`src/rtl/wb_uart_tx.sv`:
```
// -----------------------------------------------------------------------------
// wb_uart_tx
//
// Wishbone classic slave that queues bytes written by the bus master in a small
// circular FIFO and sends them 8N1 on tx_pin (LSB first, idle high).
//
// Register map (only addr_i[2] is decoded):
//   addr_i[2]=0  DATA    write: push data_i[7:0] (dropped and overflow set if
//                        the FIFO is full); read: 0
//   addr_i[2]=1  STATUS  read: bit0 full, bit1 empty, bit2 tx_busy,
//                        bit3 overflow, bits[15:8] FIFO count; write: clear
//                        overflow
//
// Ports:
//   clk      in   system clock
//   rst_n    in   asynchronous active-low reset
//   addr_i   in   [31:0] byte address
//   we_i     in   1 = write, 0 = read
//   data_i   in   [31:0] write data
//   cyc_i    in   bus cycle valid
//   stb_i    in   strobe
//   data_o   out  [31:0] registered read data, holds until the next read
//   ack_o    out  registered single-cycle acknowledge
//   tx_pin   out  UART serial output
//   tx_busy  out  high while a frame is on the line
// -----------------------------------------------------------------------------
module wb_uart_tx #(
  parameter int CLK_FRE    = 27,
  parameter int BAUD_RATE  = 115200,
  parameter int FIFO_DEPTH = 16
) (
  input  logic        clk,
  input  logic        rst_n,
  input  logic [31:0] addr_i,
  input  logic        we_i,
  input  logic [31:0] data_i,
  input  logic        cyc_i,
  input  logic        stb_i,
  output logic [31:0] data_o,
  output logic        ack_o,
  output logic        tx_pin,
  output logic        tx_busy
);

  localparam int          CYCLES   = CLK_FRE * 1000000 / BAUD_RATE;
  localparam int          AW       = (FIFO_DEPTH > 1) ? $clog2(FIFO_DEPTH) : 1;
  localparam logic [15:0] BIT_LAST = 16'(CYCLES - 1);
  localparam logic [AW:0] CNT_FULL = (AW + 1)'(FIFO_DEPTH);
  localparam logic [AW:0] CNT_ONE  = (AW + 1)'(1);

  typedef enum logic [1:0] {
    IDLE,
    START,
    DATA,
    STOP
  } tx_state_t;

  // Only addr_i[2] and data_i[7:0] carry meaning.
  logic unused_bus_bits;
  assign unused_bus_bits = ^{addr_i[31:3], addr_i[1:0], data_i[31:8]};

  // ---------------------------------------------------------------------------
  // Status word packing
  // ---------------------------------------------------------------------------
  function automatic logic [31:0] pack_status(input logic        f,
                                              input logic        e,
                                              input logic        b,
                                              input logic        o,
                                              input logic [AW:0] cnt);
    logic [31:0] s;
    s       = '0;
    s[0]    = f;
    s[1]    = e;
    s[2]    = b;
    s[3]    = o;
    s[15:8] = 8'(cnt);
    return s;
  endfunction

  // ---------------------------------------------------------------------------
  // Bus decode
  // ---------------------------------------------------------------------------
  logic req;
  logic wr_data;
  logic wr_stat;
  logic rd_req;
  logic push;
  logic pop;
  logic full;
  logic empty;
  logic overflow;

  logic [AW-1:0] wr_ptr;
  logic [AW-1:0] rd_ptr;
  logic [AW:0]   count;
  logic [7:0]    mem [FIFO_DEPTH];
  logic [7:0]    head;

  // Gating with ~ack_o forces a dead cycle between transfers when the
  // master holds its strobe.
  assign req     = cyc_i & stb_i & ~ack_o;
  assign wr_data = req & we_i & ~addr_i[2];
  assign wr_stat = req & we_i & addr_i[2];
  assign rd_req  = req & ~we_i;

  assign full  = (count == CNT_FULL);
  assign empty = (count == '0);

  // Fullness is judged on the pre-edge count, so a same-cycle pop never
  // makes room for a write that arrives while full.
  assign push = wr_data & ~full;
  assign head = mem[rd_ptr];

  // ---------------------------------------------------------------------------
  // Bus response and overflow flag
  // ---------------------------------------------------------------------------
  always_ff @(posedge clk or negedge rst_n) begin
    if (!rst_n) begin
      ack_o    <= 1'b0;
      data_o   <= '0;
      overflow <= 1'b0;
    end else begin
      ack_o <= req;
      if (rd_req) begin
        data_o <= addr_i[2] ? pack_status(full, empty, tx_busy, overflow, count)
                            : 32'h0;
      end
      if (wr_data && full) begin
        overflow <= 1'b1;
      end else if (wr_stat) begin
        overflow <= 1'b0;
      end
    end
  end

  // ---------------------------------------------------------------------------
  // FIFO control
  // ---------------------------------------------------------------------------
  always_ff @(posedge clk or negedge rst_n) begin
    if (!rst_n) begin
      wr_ptr <= '0;
      rd_ptr <= '0;
      count  <= '0;
    end else begin
      if (push) begin
        wr_ptr <= wr_ptr + 1'b1;
      end
      if (pop) begin
        rd_ptr <= rd_ptr + 1'b1;
      end
      case ({push, pop})
        2'b10:   count <= count + CNT_ONE;
        2'b01:   count <= count - CNT_ONE;
        default: count <= count;
      endcase
    end
  end

  // FIFO storage
  always_ff @(posedge clk) begin
    if (push) begin
      mem[wr_ptr] <= data_i[7:0];
    end
  end

  // ---------------------------------------------------------------------------
  // Transmit FSM
  // ---------------------------------------------------------------------------
  tx_state_t   state;
  tx_state_t   state_d;
  logic [15:0] baud_cnt;
  logic [15:0] baud_cnt_d;
  logic [2:0]  bit_idx;
  logic [2:0]  bit_idx_d;
  logic [7:0]  shift;
  logic [7:0]  shift_d;
  logic        tx_pin_d;
  logic        tx_busy_d;

  always_ff @(posedge clk or negedge rst_n) begin
    if (!rst_n) begin
      state    <= IDLE;
      baud_cnt <= '0;
      bit_idx  <= '0;
      tx_pin   <= 1'b1;
      tx_busy  <= 1'b0;
    end else begin
      state    <= state_d;
      baud_cnt <= baud_cnt_d;
      bit_idx  <= bit_idx_d;
      tx_pin   <= tx_pin_d;
      tx_busy  <= tx_busy_d;
    end
  end

  // Shift register
  always_ff @(posedge clk) begin
    shift <= shift_d;
  end

  // tx_pin is registered: each transition computes the level for the next
  // bit, so the line changes on the same edge as the state.
  always_comb begin
    state_d    = state;
    baud_cnt_d = baud_cnt;
    bit_idx_d  = bit_idx;
    shift_d    = shift;
    tx_pin_d   = tx_pin;
    tx_busy_d  = tx_busy;
    pop        = 1'b0;

    case (state)
      IDLE: begin
        tx_pin_d   = 1'b1;
        tx_busy_d  = 1'b0;
        baud_cnt_d = '0;
        if (!empty) begin
          pop       = 1'b1;
          shift_d   = head;
          tx_pin_d  = 1'b0;
          tx_busy_d = 1'b1;
          state_d   = START;
        end
      end

      START: begin
        if (baud_cnt == BIT_LAST) begin
          baud_cnt_d = '0;
          bit_idx_d  = '0;
          tx_pin_d   = shift[0];
          shift_d    = {1'b0, shift[7:1]};
          state_d    = DATA;
        end else begin
          baud_cnt_d = baud_cnt + 16'd1;
        end
      end

      DATA: begin
        if (baud_cnt == BIT_LAST) begin
          baud_cnt_d = '0;
          if (bit_idx == 3'd7) begin
            tx_pin_d = 1'b1;
            state_d  = STOP;
          end else begin
            bit_idx_d = bit_idx + 3'd1;
            tx_pin_d  = shift[0];
            shift_d   = {1'b0, shift[7:1]};
          end
        end else begin
          baud_cnt_d = baud_cnt + 16'd1;
        end
      end

      STOP: begin
        if (baud_cnt == BIT_LAST) begin
          baud_cnt_d = '0;
          tx_busy_d  = 1'b0;
          state_d    = IDLE;
        end else begin
          baud_cnt_d = baud_cnt + 16'd1;
        end
      end

      default: begin
        state_d   = IDLE;
        tx_pin_d  = 1'b1;
        tx_busy_d = 1'b0;
      end
    endcase
  end

endmodule
```
`config.mk`:
```
export PLATFORM = sky130hd
export DESIGN_NAME = wb_uart_tx
export DESIGN_NICKNAME = d
export VERILOG_FILES = /design/src/rtl/wb_uart_tx.sv
export SDC_FILE = /design/constraint.sdc
export NUM_CORES = 1
export LEC_CHECK = 0
export ABC_AREA = 1
export ABC_CLOCK_PERIOD_IN_PS = 3000
export BUFFER_PORTS_ARGS = -buffer_cell sky130_fd_sc_hd__clkbuf_2
export CAP_MARGIN = 15
export CORE_ASPECT_RATIO = 0.7
export CORE_MARGIN = 2
export CORE_UTILIZATION = 50
export CTS_BUF_LIST = sky130_fd_sc_hd__clkbuf_4 sky130_fd_sc_hd__clkbuf_8 sky130_fd_sc_hd__clkbuf_16
export CTS_CLUSTER_SIZE = 30
export DETAILED_ROUTE_END_ITERATION = 10
export PLACE_DENSITY = 0.7
export SKIP_CTS_REPAIR_TIMING = 1
export SLEW_MARGIN = 20
export SYNTH_ARGS = -nofsm -noshare
export SYNTH_HDL_FRONTEND = slang
export SYNTH_SLANG_ARGS = --single-unit
export TNS_END_PERCENT = 50
```
`constraint.sdc`:
```
create_clock -name clk -period 3 [get_ports clk]
set_input_delay 0.45 -clock clk [delete_from_list [all_inputs] [get_ports clk]]
set_output_delay 0.45 -clock clk [all_outputs]
set_load 0.02 [all_outputs]
```
* Word-level counts from Yosys, hierarchy flattened
Memories as Yosys holds them, arrays and structs flattened. Index checks and enable logic that the tools add are counted.
Storage, ports and cells: register bits after elaboration 78, RAM bits 128, output and inout bits 35, word-level logic and storage cells 90, memories kept 1
Cells by class: add/sub/neg operators 6, equality and inequality tests 14, mux-type cells 32, bitwise operators 11, reductions and logical operators 14
Memory list:
- mem | words 16, bits a word 8, rd ports 1, clocked after Yosys merged registers in 0, wr ports 1, RTL line 96 | logic [7:0] mem [FIFO_DEPTH];
Operator list (count):
- 8-bit two-way mux | 4
- 16-bit case mux with 2 select lines | 1
- 8-bit case mux with 3 select lines | 1
- 16-bit by 1-bit adder with 16-bit output (second input constant) | 1
- 16-bit by 8-bit == test with 1-bit output (second input constant) | 1
- 16-bit two-way mux | 1
- 13-bit two-way mux | 1
- 2-bit inequality test (second input constant) | 6
- 1-bit two-way mux | 11
- 2-bit two-way mux | 5
- 5-bit case mux with 2 select lines | 1
- 5-bit AND reduction | 2
- 3-bit two-way mux | 3
- 4-bit by 1-bit adder with 4-bit output (second input constant) | 2
- 2-bit case mux with 4 select lines | 1
- 2-bit nonzero test | 4
- 1-bit AND | 7
- 2-bit == test (second input constant) | 3
- 3-bit case mux with 2 select lines | 1
- 5-bit by 1-bit adder with 5-bit output (second input constant) | 1
- 5-bit == test (second input constant) | 1
- 5-bit zero test | 1
- 5-bit by 1-bit subtractor with 5-bit output (second input constant) | 1
- 2-bit by 1-bit == test with 1-bit output (second input constant) | 2
- 12 further kinds | 15

* Logic depth before layout (Yosys ltp)
word-level depth 7, gate-level depth with buffers 15

* Least setup slack after synthesis
Ideal clock, no wire load.
kind register to register, start reg ack_o, end reg count[4], arrival 2.132 ns, slack 0.752 ns, stages on the path, launching flop included 15, path buffers 0, period minus slack after synthesis 2.248 ns, cells stage by stage dfrtp_1 > nor3_4 > nand2_1 > nor2_1 > nand2_1 > ha_1 > xor2_1 > ha_1 > inv_1 > nand2_1 > nand3_1 > nand2_1 > xor2_1 > nand2_1 > nand2_1
On the way: word-level cells in the longest chain between the ends 7, elaborated cells between the ends (all ways) 9, those cells by class eq/ne (2); mux (1); bitwise (5); reduce/logical (1)
RTL lines:
- from (decl) | RTL line 40 | output logic ack_o,
- from (signal assigned) | RTL line 123 | ack_o <= req;
- 1-bit NOT * | RTL line 101 | assign req = cyc_i & stb_i & ~ack_o;
- 1-bit AND * | RTL line 101
- net req | RTL line 83 | logic req;
- 1-bit AND * (2 in a row) | RTL line 102 | assign wr_data = req & we_i & ~addr_i[2];
- 1-bit AND * | RTL line 111 | assign push = wr_data & ~full;
- 2-bit by 1-bit == test with 1-bit output or 2-bit == test (tied branches) | RTL line 151 | case ({push, pop})
- 5-bit case mux with 2 select lines or 2-bit nonzero test (tied branches)
- to (signal assigned) | RTL line 152 | 2'b10: count <= count + CNT_ONE;
- to (signal assigned) | RTL line 153 | 2'b01: count <= count - CNT_ONE;
- to (signal assigned) | RTL line 154 | default: count <= count;
- to (decl) | RTL line 95 | logic [AW:0] count;
Mark *: on every way through the listed nets, which the timed path passes. The rest lies on a longest branch. A chain may end at the register's enable or synchronous reset.

* Worst setup path in the final report
start reg state[1], end reg count[4]
On the way: word-level cells in the longest chain between the ends 4, elaborated cells between the ends (all ways) 6, those cells by class eq/ne (2); mux (2); reduce/logical (2)
RTL lines:
- from (decl) | RTL line 169 | tx_state_t state;
- from (signal assigned) | RTL line 188 | state <= state_d;
- 2-bit zero test * | RTL line 212 | case (state)
- 1-bit two-way mux * | RTL line 212
- net pop | RTL line 88 | logic pop;
- 2-bit by 1-bit == test with 1-bit output or 2-bit == test (tied branches) | RTL line 151
- 5-bit case mux with 2 select lines or 2-bit nonzero test (tied branches)
Marks and branches as above.

==> flow_summary.toml <==
[timing]
holdWs_ns = 0.0991
rsz0062_at_grt = "false"
hold_viol_final = 0
fmax_mhz = 401
slew_headroom_pct = 47.3
tns_ns = 0
worst_slew_pin_slew_ns = 0.791
fin_crit_ns = 2.49
setup_viol = 0
finClkSkew_ns = 0.0117
finalCritPeriodShare_pct = 83.1
maxSlewViolCount = 0

[yosys]
yosysSeqAreaShare_pct = 64.2
synthCells = 803
synth_top_area_share_pct = 49.8
ys_ff_latch = 183
ys_top_cells_by_area = "edfxtp_1 (50%), dfrtp_1 (14%), nand2_1 (12%), nand3_1 (6.5%), ha_1 (2.7%)"
syn-cell-area_um2 = 8200
synth_warnings = 0
ys.flop_type = "edfxtp_1"
synthArstFlopShare_pct = 25.7
yosysTopAreaCell = "edfxtp_1"
yosysUniqueCellTypes = 30
synth_edf_count = 136
syn_avg_cell_area_um2 = 10.2

[floorplan]
fp.dieH_um = 111
die_area_um2 = 17500
num_io_pins = 104
core_um2 = 16200
num_rows = 39
die_w_um = 157
start_util_pct = 50.6

[flow_run]
cap_violations = 0

[global_route]
grt-ovfl-total = 0
antenna_found_initial = 0
grt_pass1_vias = 5037
grt_usage_pct = 20.3
grt_first_pass_wirelength_um = 26800
grt_max_degree = 67

[worst_setup_path]
required_ns = 3.37
crit_path_max_fanout = 8
crit_type = "reg2reg"
arrival_ns = 2.86
cp-end-kind = "register"
critPathLaunchType = "register"
critical_path.slowest_cell = "dfrtp_1"
worstPathCellList = "inv_1 -> ha_1 -> nand2_1 -> inv_1 -> ha_1 -> xor2_1 -> ha_1 -> inv_1 -> nand2_1 -> nand3_1 -> nand2_1 -> xor2_1 -> nand2_1 -> nand2_1"
crit_family = "adder cells"
critPathMaxStageDelay_ns = 0.43
cp_common_cell = "nand2_1"
cp_num_buf_inv = 3

[drt]
drtPass1Iterations = 5
num_vias = 5565
wl_per_cell_um = 15.4
drt_iter0_markers = 546
wirelength_um = 16600
antenna_left = 0
route.detailed.drc = 0
routed_via_density = 5.16

[placement]
io_buffers = 25
dp_hpwl_um = 10400
gp_congestion = 0.813

[clock_network]
tritoncts = "done"
insertion_delay_ns = 0.43
clk_pin_slew_ns = 0.07
clk_path_buf_depth = 2
cts_made_buffers = 17
htreeDepth = 4
clock-sinks = 183
root_buffer = "clkbuf_16"

[cells_and_area]
diodes = 0
final_cell_mix = "nand2_1 (266), edfxtp_1 (136), nand3_1 (107)"
final_common_cell = "nand2_1"
final_nets = 929
syn2layout_area_growth_pct = 11.1
drive_above_1_share_pct = 10.1

[pwr]
power_density_nw_per_um2 = 591
p_leak_nw = 3.80
ir_drop_uv = 427

[worst_hold_path]
min_path_type = "in2async"

[run_status]
status = "finished, final reports clean"
## power breakdown
| part | total [W] | internal (W) | leakage [nW] | switching, W |
|---|---|---|---|---|
| combinational | 0.000441 | 0.000131 | 1.70 | 0.000310 |
| sequential | 0.00292 | 0.00283 | 1.83 | 0.0000930 |
| clock | 0.00203 | 0.00107 | 0.265 | 0.000952 |
| total | 0.00539 | 0.00403 | 3.80 | 0.00136 |
## sequential cells by signal, indices dropped and copies added, names as in the netlist
signal / flops
mem: 128
tx_busy: 1
baud_cnt: 16
overflow: 1
bit_idx: 3
state: 2
data_o: 9
ack_o: 1
wr_ptr: 4
shift: 8
rd_ptr: 4
tx_pin: 1
count: 5
## path summary, 6_finish.rpt
| path | cells past startpoint | from | to | slack, ns |
|---|---|---|---|---|
| setup / recovery | 14 | state[1]$_DFFE_PN0P_ | count[4]$_DFFE_PN0P_ | 0.51 |
| hold / removal | 1 | rst_n | baud_cnt[4]$_DFF_PN0_ | 0.1 |
| setup reg to reg | 14 | state[1]$_DFFE_PN0P_ | count[4]$_DFFE_PN0P_ | 0.51 |
| hold reg to reg | 2 | tx_pin$_DFFE_PN1P_ | tx_pin$_DFFE_PN1P_ | 0.49 |
| max in group asynchronous | 2 | rst_n | count[1]$_DFFE_PN0P_ | 2.17 |
| min in group clk | 3 | cyc_i | ack_o$_DFF_PN0_ | 0.26 |
## stage by stage
stage                     power, W  utilization (%)  cell area [µm²]  cells  setup WS [ns]
final                      0.00539             56.2             9110   1079          0.506
after global routing       0.00560             56.2             9110   1079          0.253
after CTS                  0.00542             56.2             9110   1079          0.483
after detailed placement   0.00341             52.9             8580   1048          0.417
after global placement     0.00340             52.9             8580   1048          0.500
after floorplan            0.00328                -             8280    825          0.752
## area by class of cell
class                           instances  area, µm²
Sequential cell                       183       5260
Fill cell                            1387       7090
Inverter                               48        180
Clock buffer                           18        433
Tap cell                              225        282
Multi-Input combinational cell        543       2530
Timing Repair Buffer                   49        318
Clock inverter                         13       96.3
## cell families (layout without fill, tap and decap cells)
group | count (synthesis) | in the layout | share of synthesized area (%)
buffers and inverters | 99 | 128 | 5.91
adder cells (fa/ha/maj) | 18 | 18 | 2.75
AND/OR/NAND/NOR | 449 | 449 | 23.2
XOR/XNOR | 13 | 13 | 1.39
flip-flops | 183 | 183 | 64.2
other | 1 | 23 | 0.0457
AO/OA/AOI/OAI | 40 | 40 | 2.58
## synthesized netlist by cell type (all sizes together), types with 7 or more instances
library cell	instances
inv	46
ha	18
buf	44
nand2	267
dfrtp	46
edfxtp	136
o21ai	30
xor2	11
nand3	107
clkbuf	7
nor2	53
nor3	11
## routing by layer
metal / wire [µm] / share of wire, % / track usage (%) / vias up
met5: 0 / 0 / 0 / -
met4: 241 / 1.5 / 5.76 / 0
met3: 924 / 5.6 / 4.50 / 25
met2: 7370 / 44 / 28.8 / 165
met1: 8030 / 48 / 31.5 / 2649
li1: - / - / - / 2726
(Power assumes the default switching activity.)
